$ cat config.mk
export PLATFORM = sky130hd
export DESIGN_NAME = mealy_fsm_seq_ctrl
export DESIGN_NICKNAME = d
export VERILOG_FILES = /design/src/rtl/mealy_fsm_seq_ctrl.sv
export SDC_FILE = /design/constraint.sdc
export NUM_CORES = 1
export LEC_CHECK = 0
export CORE_AREA = 5 5 100 78
export DETAILED_ROUTE_END_ITERATION = 8
export DIE_AREA = 0 0 105 83
export HOLD_SLACK_MARGIN = 0.03
export PLACE_DENSITY = 0.78
export SLEW_MARGIN = 40
export SYNTH_ARGS = -nofsm -noshare
export SYNTH_HDL_FRONTEND = slang
export SYNTH_SLANG_ARGS = --single-unit
$ cat constraint.sdc
create_clock -name clk -period 3.7 [get_ports clk]
set_clock_uncertainty 0.1 [all_clocks]
set_input_delay 1.11 -clock clk [delete_from_list [all_inputs] [get_ports clk]]
set_output_delay 1.11 -clock clk [all_outputs]
set_load 0.005 [all_outputs]
$ cat src/rtl/mealy_fsm_seq_ctrl.sv
// In-system sequencer for the Mealy FSM datapath: steps a host-loaded {A,B,I} table
// into the FSM, checks {Qa,Qb,Y} against expected values and reports errors.
module mealy_fsm_seq_ctrl #(
    parameter int unsigned DEPTH = 8,
    parameter int unsigned PTR_W = 3
) (
    input  logic             clk,
    input  logic             rst,
    input  logic             ld_en,
    input  logic [PTR_W-1:0] ld_addr,
    input  logic [2:0]       ld_vec,
    input  logic [2:0]       ld_exp,
    input  logic [PTR_W:0]   len,
    input  logic             start,
    input  logic             abort,
    output logic             a,
    output logic             b,
    output logic             i,
    input  logic             qa_in,
    input  logic             qb_in,
    input  logic             y_in,
    output logic             busy,
    output logic             done,
    output logic [PTR_W:0]   err_cnt,
    output logic             fail_valid,
    output logic [PTR_W-1:0] fail_step
);

    localparam int unsigned CNT_W = PTR_W + 1;

    typedef enum logic [1:0] {
        S_IDLE   = 2'd0,
        S_DRIVE  = 2'd1,
        S_SAMPLE = 2'd2,
        S_DONE   = 2'd3
    } state_t;

    state_t           state_q, state_d;
    logic [2:0]       tbl_vec_q [DEPTH];
    logic [2:0]       tbl_exp_q [DEPTH];
    logic [CNT_W-1:0] n_q, n_d;
    logic [CNT_W-1:0] k_q, k_d;
    logic [2:0]       drv_q, drv_d;
    logic             busy_d, done_d, fail_valid_d;
    logic [CNT_W-1:0] err_cnt_d;
    logic [PTR_W-1:0] fail_step_d;

    logic             idle_or_done_c;
    logic             wr_en_c;
    logic [CNT_W-1:0] len_clamped_c;
    logic [2:0]       first_vec_c;

    assign idle_or_done_c = (state_q == S_IDLE) || (state_q == S_DONE);
    assign wr_en_c        = ld_en && !abort && idle_or_done_c;
    assign len_clamped_c  = (len > CNT_W'(DEPTH)) ? CNT_W'(DEPTH) : len;
    // A write to entry 0 on the START edge is forwarded so the run sees the new vector.
    assign first_vec_c    = (wr_en_c && (ld_addr == PTR_W'(0))) ? ld_vec : tbl_vec_q[PTR_W'(0)];

    // Stimulus/expected table
    always_ff @(posedge clk or posedge rst) begin
        if (rst) begin
            for (int j = 0; j < int'(DEPTH); j++) begin
                tbl_vec_q[j] <= 3'b000;
                tbl_exp_q[j] <= 3'b000;
            end
        end else if (wr_en_c) begin
            tbl_vec_q[ld_addr] <= ld_vec;
            tbl_exp_q[ld_addr] <= ld_exp;
        end
    end

    // State and result registers
    always_ff @(posedge clk or posedge rst) begin
        if (rst) begin
            state_q    <= S_IDLE;
            n_q        <= '0;
            k_q        <= '0;
            drv_q      <= 3'b000;
            busy       <= 1'b0;
            done       <= 1'b0;
            err_cnt    <= '0;
            fail_valid <= 1'b0;
            fail_step  <= '0;
        end else begin
            state_q    <= state_d;
            n_q        <= n_d;
            k_q        <= k_d;
            drv_q      <= drv_d;
            busy       <= busy_d;
            done       <= done_d;
            err_cnt    <= err_cnt_d;
            fail_valid <= fail_valid_d;
            fail_step  <= fail_step_d;
        end
    end

    // Next-state and next-output logic
    always_comb begin
        state_d      = state_q;
        n_d          = n_q;
        k_d          = k_q;
        drv_d        = drv_q;
        busy_d       = busy;
        done_d       = done;
        err_cnt_d    = err_cnt;
        fail_valid_d = fail_valid;
        fail_step_d  = fail_step;

        if (abort) begin
            state_d = S_IDLE;
            drv_d   = 3'b000;
            busy_d  = 1'b0;
            done_d  = 1'b0;
        end else begin
            case (state_q)
                S_IDLE, S_DONE: begin
                    if (start) begin
                        n_d          = len_clamped_c;
                        k_d          = '0;
                        err_cnt_d    = '0;
                        fail_valid_d = 1'b0;
                        fail_step_d  = '0;
                        if (len_clamped_c == '0) begin
                            state_d = S_DONE;
                            busy_d  = 1'b0;
                            done_d  = 1'b1;
                        end else begin
                            state_d = S_DRIVE;
                            busy_d  = 1'b1;
                            done_d  = 1'b0;
                            drv_d   = first_vec_c;
                        end
                    end
                end
                S_DRIVE: begin
                    state_d = S_SAMPLE;
                end
                S_SAMPLE: begin
                    if ({qa_in, qb_in, y_in} != tbl_exp_q[k_q[PTR_W-1:0]]) begin
                        err_cnt_d = err_cnt + CNT_W'(1);
                        if (!fail_valid) begin
                            fail_valid_d = 1'b1;
                            fail_step_d  = k_q[PTR_W-1:0];
                        end
                    end
                    if (k_q == n_q - CNT_W'(1)) begin
                        state_d = S_DONE;
                        busy_d  = 1'b0;
                        done_d  = 1'b1;
                    end else begin
                        k_d     = k_q + CNT_W'(1);
                        state_d = S_DRIVE;
                        drv_d   = tbl_vec_q[k_d[PTR_W-1:0]];
                    end
                end
                default: begin
                    state_d = S_IDLE;
                end
            endcase
        end
    end

    assign a = drv_q[2];
    assign b = drv_q[1];
    assign i = drv_q[0];

endmodule

==> results by group, run 1 <==
Clocking
  – H-tree Lvls: 3
  – Setup bufs post-CTS: 0
  – Number of buffers created by CTS: 9
  – Root Driver: clkbuf_8
  – Post-CTS Hold Buffers: 0
  – Post_cts resized: 0
  – CTS max path bufs: 2
  – Clk slew on worst S/H paths: 0.07 ns
  – Worst-skew pair later-pin latency: 0.35 ns
  – CTS tree: yes
  – Sink Count: 71

Timing
  – Least-Margin Pin Slew: 0.7648 ns
  – Fmax: 0.3331 GHz
  – RSZ-0062 raised after global routing: no
  – Setup violators final: 0
  – Tmin final: 3.002 ns
  – Count of pins over their slew limit: 0
  – Worst hold slack: 0.4034 ns
  – Final Hold Viols: 0
  – Final worst-path cycle share: 81.13%
  – Setup TNS: 0 ns
  – Slew Limit Headroom: 48.54%
  – Final WS setup: 0.6982 ns

Placed design
  – DP HPWL: 5.514 mm
  – GPL Wtd Cong: 0.8487
  – Port Buffers: 33
  – Setup WS pre-CTS: 0.3151 ns

Yosys
  – Gate Count Post-Synth: 281
  – Largest family of logic cells by synthesized area: multiplexers
  – Syn_nets: 308
  – Fraction of registers with async set/reset: 100.0%
  – EDFF count, synth: 0
  – Yosys warning total: 0
  – Xor/xnor share of the synthesized area: 3.837%
  – Post-synthesis cell area: 3717 sq um
  – Unique masters post-synth: 55
  – FF+latch count, synth: 71
  – Synthesized area per cell: 13.23 sq um
  – Simple-gate share of the synthesized area: 8.078%
  – Top FF cell, synth: dfrtp_1
  – Synth Area in Compound Gates: 9.323%
  – Adder-Cell Fraction of Synth Area: 2.020%
  – Mux share of post-synthesis cell area: 24.91%
  – Register area share after synthesis: 47.80%

Worst hold path
  – Hold Path Class: register to register
  – Hold endpoint: tbl_vec_q[3]
  – Worst hold start: tbl_vec_q[3]
  – Cells on Worst Hold Path: 1

Drt
  – Vias: 2446
  – Drt wl/cell: 19.60 um
  – Routed WL: 7.917 mm
  – DRC violations left: 0
  – Drt initial violations: 140
  – Vias per std cell: 6.054
  – First-pass iteration count of the detailed router: 4
  – Post-route ant nets: 0

Critical path
  – Worst r2r path cells: 6
  – CP top delay family: buffers and inverters
  – Delay of the slowest critical-path stage: 0.61 ns
  – RR Endpoint: drv_q[1]
  – Startpoint Class: input pin
  – Slowest-stage cell, CP: clkdlybuf4s50_1
  – R2R Path Start: k_q[1]
  – Setup CP Type: input pin to register
  – WP depth: 5
  – CP bufs+invs: 2
  – Reg2reg setup slack: 0.97 ns
  – Worst-path cell chain: clkdlybuf4s50_1 -> inv_1 -> nand4_1 -> nor3b_2 -> mux2_2
  – WP data required: 3.84 ns
  – CP Capture Type: register
  – Crit path max fanout: 11
  – Crit path DAT: 3.14 ns

Floorplan
  – DIE WIDTH: 105 um
  – IO Count: 34
  – Die height: 83 um
  – Die ar.: 8715 sq um
  – Initial Util: 55.47%
  – Row count: 26
  – Core ar.: 6701 sq um

Job
  – Max Cap Viol: 0

Power and ir drop
  – VDD IR-drop max: 383.8 uV
  – Total power per unit cell area: 767.8 nW/um^2
  – Total power: 3.297 mW
  – Static leakage: 1.810 nW

Global routing
  – GRT Overall Usage: 19.28%
  – Initial antenna violation count: 0
  – First-pass GRT wire length: 13.30 mm
  – Gr ovfl total: 0
  – Vias in the first global route: 2527
  – Largest net degree at the start of global routing: 72

Final layout
  – N_diodes: 0
  – Fin nets: 342
  – Area delta synth->final: 15.52%
  – Fill cells: 512
  – Share of cells above drive strength 1: 28.75%

Status
  – Outcome: completed
==> layout make-up <==
cell class | count | area, sq um | share of cell area, %
Inverter | 11 | 41.29 | 0.9615
Tap cell | 84 | 105.1 | 2.448
Timing Repair Buffer | 37 | 372.9 | 8.683
Multi-Input combinational cell | 185 | 1790 | 41.70
Clock inverter | 5 | 56.30 | 1.311
Sequential cell | 71 | 1777 | 41.38
Clock buffer | 11 | 151.4 | 3.526
==> placed cells by master (no fill, tap or decap), types with 2 or more instances in the layout <==
cell type	synthesis	layout
inv_1	11	10
o21ai_0	8	8
a32o_1	4	4
nor2b_1	4	4
a22o_1	2	2
xnor2_2	2	2
nand3_1	6	6
nand2b_1	5	5
ha_1	6	6
and3_1	2	2
dfrtp_1	71	71
nand3b_1	2	2
nor4_1	3	3
mux2_2	49	49
a211oi_1	2	2
nor3b_2	2	2
clkdlybuf4s50_1	0	33
mux4_2	11	11
nor3_1	6	6
o211ai_1	4	4
mux2i_4	2	2
a21oi_1	7	7
o32ai_1	2	2
nand4_1	2	2
mux2i_1	3	3
nand2_1	12	12
xnor2_1	4	4
clkinv_2	0	2
xor2_1	4	4
buf_4	0	3
clkbuf_8	4	11
nor2_1	8	8
==> cell families (layout without fill, tap and decap cells) <==
group,after synthesis,after routing
AND/OR/NAND/NOR,55,55
adder cells (fa/ha/maj),6,6
XOR/XNOR,12,12
AO/OA/AOI/OAI,44,44
buffers and inverters,25,64
flip-flops,71,71
multiplexers,68,68
==> state kept, by name (all words and copies together), names as in the netlist <==
register    flops
drv_q           3
k_q             4
n_q             4
tbl_exp_q      24
busy            1
fail_step       3
err_cnt         4
fail_valid      1
tbl_vec_q      24
state_q         2
done            1
==> worst register-to-register path, cell delays in order, from the launching register on <==
cell and delay (ns):
dfrtp_1 0.69, ha_1 0.33, xor2_2 0.42, mux4_2 0.55, nor2b_1 0.15, a211oi_1 0.23, o32ai_1 0.12
==> cell usage after synthesis (all sizes together), types with 3 or more instances <==
library cell,instances,area [sq um]
dfrtp,71,1777
mux2,50,563.0
clkbuf,12,86.33
mux4,12,274.0
nand2,12,45.04
inv,11,41.29
nor2,8,30.03
o21ai,8,40.04
a21oi,7,35.03
ha,6,75.07
mux2i,6,88.83
nand3,6,30.03
nor3,6,30.03
xnor2,6,67.56
nand2b,5,31.28
xor2,5,51.30
a32o,4,40.04
nor2b,4,25.02
o211ai,4,30.03
nor4,3,18.77
==> how the worst max path moves through the flow <==
stage / to / slack (ns) / startpoint
after detailed placement: tbl_exp_q[6] / 0.32 / abort
after CTS: tbl_exp_q[6] / 0.70 / abort
final: tbl_exp_q[6] / 0.70 / abort
after floorplan: busy / 0.69 / rst
after global routing: tbl_exp_q[6] / 0.57 / abort
after global placement: tbl_exp_q[7] / 0.38 / abort
==> metrics by stage <==
stage | utilization [%] | cells | area (sq um)
finish | 64.08 | 404 | 4294
global route | 64.08 | 404 | 4294
CTS | 64.08 | 404 | 4294
detailed placement | 60.98 | 388 | 4086
global placement | 60.98 | 388 | 4086
floorplan | - | 281 | 3717
==> routing by layer <==
layer	up-vias	track usage, %	wire [um]	share of wire [%]
met3	9	4.806	536	6.8
met5	-	0	0	0
met2	66	28.69	3655	46
met4	0	6.039	92	1.2
met1	1249	27.83	3632	46
li1	1122	-	-	-
==> report_power, final <==
| group | leakage [nW] | switching [mW] | total (mW) | internal, mW |
|---|---|---|---|---|
| clock network | 0.105 | 0.294 | 0.640 | 0.347 |
| logic | 0.791 | 0.641 | 1.35 | 0.712 |
| registers | 0.914 | 0.206 | 1.30 | 1.10 |
Power figures use the tool's default switching activity.
==> inputs of run 2 (changes only) <==
--- a/config.mk
+++ b/config.mk
@@ -5,11 +5,11 @@
 export SDC_FILE = /design/constraint.sdc
 export NUM_CORES = 1
 export LEC_CHECK = 0
-export CORE_AREA = 5 5 100 78
+export CORE_AREA = 5 5 104 82
 export DETAILED_ROUTE_END_ITERATION = 8
-export DIE_AREA = 0 0 105 83
+export DIE_AREA = 0 0 109 87
 export HOLD_SLACK_MARGIN = 0.03
-export PLACE_DENSITY = 0.78
+export PLACE_DENSITY = 0.75
 export SLEW_MARGIN = 40
 export SYNTH_ARGS = -nofsm -noshare
 export SYNTH_HDL_FRONTEND = slang
==> constraint.sdc (replaced) <==
create_clock -name clk -period 2.7 [get_ports clk]
set_clock_uncertainty 0.1 [all_clocks]
set_input_delay 0.81 -clock clk [delete_from_list [all_inputs] [get_ports clk]]
set_output_delay 0.81 -clock clk [all_outputs]
set_load 0.005 [all_outputs]
==> run 2 against run 1 <==
- sequential cell count stayed put
- global-route usage shrank 0.59 points
- register-to-register slack lost 0.65 ns
- power up 38%
- critical path type is now register to register
- largest cell class unchanged
==> results by group, run 2 (synthesized netlist as in run 1, its figures left out) <==
Critical path
  – RR Endpoint: fail_step[1]
  – CP top delay family: multiplexers
  – Crit path launch: k_q[0]
  – WP data required: 2.84 ns (-1.00 ns)
  – Reg2reg setup slack: 0.32 ns (-0.65 ns)
  – Crit path max fanout: 5 (-6)
  – Worst r2r path cells: 6 (unchanged)
  – Worst-path cell chain: buf_4 -> mux4_2 -> mux2i_2 -> xor2_1 -> nand3_1 -> a32o_1
  – Slowest-stage cell, CP: mux4_2
  – R2R Path Start: k_q[0]
  – WP depth: 6 (+1)
  – Setup CP Type: register to register
  – CP bufs+invs: 1 (-1)
  – Delay of the slowest critical-path stage: 0.53 ns (-0.08 ns)
  – Startpoint Class: register
  – CP Capture Type: register
  – Crit path DAT: 2.52 ns (-0.62 ns)

Timing
  – Fmax: 0.4197 GHz
  – RSZ-0062 raised after global routing: no
  – Slew Limit Headroom: 63.21% (+15 points)
  – Worst hold slack: 0.3983 ns (-0.005166 ns)
  – Count of pins over their slew limit: 0 (unchanged)
  – Least-Margin Pin Slew: 0.5479 ns (-0.2169 ns)
  – Tmin final: 2.383 ns
  – Final Hold Viols: 0 (unchanged)
  – Setup violators final: 0 (unchanged)
  – Setup TNS: 0 ns (unchanged)
  – Final worst-path cycle share: 88.25%

Floorplan
  – IO Count: 34 (unchanged)
  – Row count: 28 (+7.7%)
  – DIE WIDTH: 109 um (+3.8%)
  – Die height: 87 um (+4.8%)
  – Initial Util: 49.35% (-6.1 points)
  – Core ar.: 7532 sq um (+12%)
  – Die ar.: 9483 sq um (+8.8%)

Drt
  – Drt wl/cell: 17.98 um (-8.2%)
  – Vias per std cell: 5.678 (-6.2%)
  – Post-route ant nets: 0 (unchanged)
  – Drt initial violations: 96 (-31%)
  – Routed WL: 8.038 mm (+1.5%)
  – DRC violations left: 0 (unchanged)
  – First-pass iteration count of the detailed router: 6 (+2)
  – Vias: 2538 (+3.8%)

Final layout
  – Share of cells above drive strength 1: 32.75% (+4.0 points)
  – Fill cells: 607 (+19%)
  – Fin area: 4522 sq um (+5.3%)
  – Commonest non-fill, non-tap cell in the layout: dfrtp_1
  – Biggest regs: tbl_exp_q (24), tbl_vec_q (24)
  – Most frequent cells in the layout: dfrtp_1 (71), mux2_2 (49), clkdlybuf4s50_1 (33)
  – Fin nets: 364 (+6.4%)
  – Final Util: 60.03% (-4.0 points)
  – N_diodes: 0 (unchanged)
  – Area delta synth->final: 21.64%

Global routing
  – Largest net degree at the start of global routing: 32 (-56%)
  – First-pass GRT wire length: 13.39 mm (+0.68%)
  – Initial antenna violation count: 0 (unchanged)
  – Gr ovfl total: 0 (unchanged)
  – Vias in the first global route: 2648 (+4.8%)
  – GRT Overall Usage: 18.69% (-0.59 points)

Placed design
  – GPL Wtd Cong: 0.8615 (+1.5%)
  – Placed Area: 4332 sq um (+6.0%)
  – DP HPWL: 5.896 mm (+6.9%)
  – Port Buffers: 33 (unchanged)

Worst hold path
  – Cells on Worst Hold Path: 1 (unchanged)
  – Worst hold start: fail_step[0]
  – Hold Path Class: register to register
  – Hold endpoint: fail_step[0]

Clocking
  – Worst-skew pair later-pin latency: 0.35 ns (about the same)
  – H-tree Lvls: 3 (unchanged)
  – Root Driver: clkbuf_8
  – Post-CTS Hold Buffers: 0 (unchanged)
  – CTS tree: yes
  – Clk slew on worst S/H paths: 0.07 ns (about the same)
  – CTS max path bufs: 2 (unchanged)
  – Post_cts resized: 0 (unchanged)
  – Setup bufs post-CTS: 0 (unchanged)
  – Number of buffers created by CTS: 9 (unchanged)
  – Sink Count: 71 (unchanged)

Power and ir drop
  – Static leakage: 1.919 nW (+6.1%)
  – Total power per unit cell area: 1008 nW/um^2 (+31%)
  – VDD IR-drop max: 574.3 uV (+50%)
  – Total power: 4.557 mW (+38%)

Status
  – Outcome: completed

Job
  – Max Cap Viol: 0 (unchanged)
## run 2: worst max-delay path by stage
stage	endpoint	slack (ns)
2_1_floorplan	fail_step[0]	0.37
3_3_place_gp	err_cnt[3]	0.07
3_5_place_dp	k_q[2]	-0.002
4_1_cts	drv_q[1]	0.28
5_1_grt	fail_step[2]	0.18
6_report	fail_step[1]	0.32
## run 2: per-stage QoR
stage | cells | setup slack (ns)
floorplan | 281 | 0.3652
global placement | 431 | 0.06779
CTS | 447 | 0.2832
finish | 447 | 0.3172
detailed placement | 431 | -0.002472
global route | 447 | 0.1847
## run 2: cell type report
cell class	count	area (sq um)	area share (%)
clock buffers	11	131.4	2.905
clock inverters	5	58.81	1.300
inverters	11	45.04	0.9961
multi-input cells	185	1790	39.60
flip-flops and latches	71	1777	39.29
well taps	105	131.4	2.905
repair buffers	59	588.1	13.00
## run 2: power by group
group          switching [mW]  internal, mW
Clock                   0.400         0.427
Sequential              0.256          1.50
Combinational           0.910          1.06
## run 2: metal layers
metal  up-vias  GRT usage (%)  share of wire, %
li1       1171              -                 -
met5         -              0                 0
met3        13          5.782               4.4
met4         0          5.161               1.0
met1      1300          23.91                46
met2        54          30.88                48
## run 2: worst register-to-register path, cell delays in order (launching register included)
cell and delay [ns]:
dfrtp_1 0.40, buf_4 0.19, mux4_2 0.53, mux2i_2 0.26, xor2_1 0.31, nand3_1 0.20
a32o_1 0.29
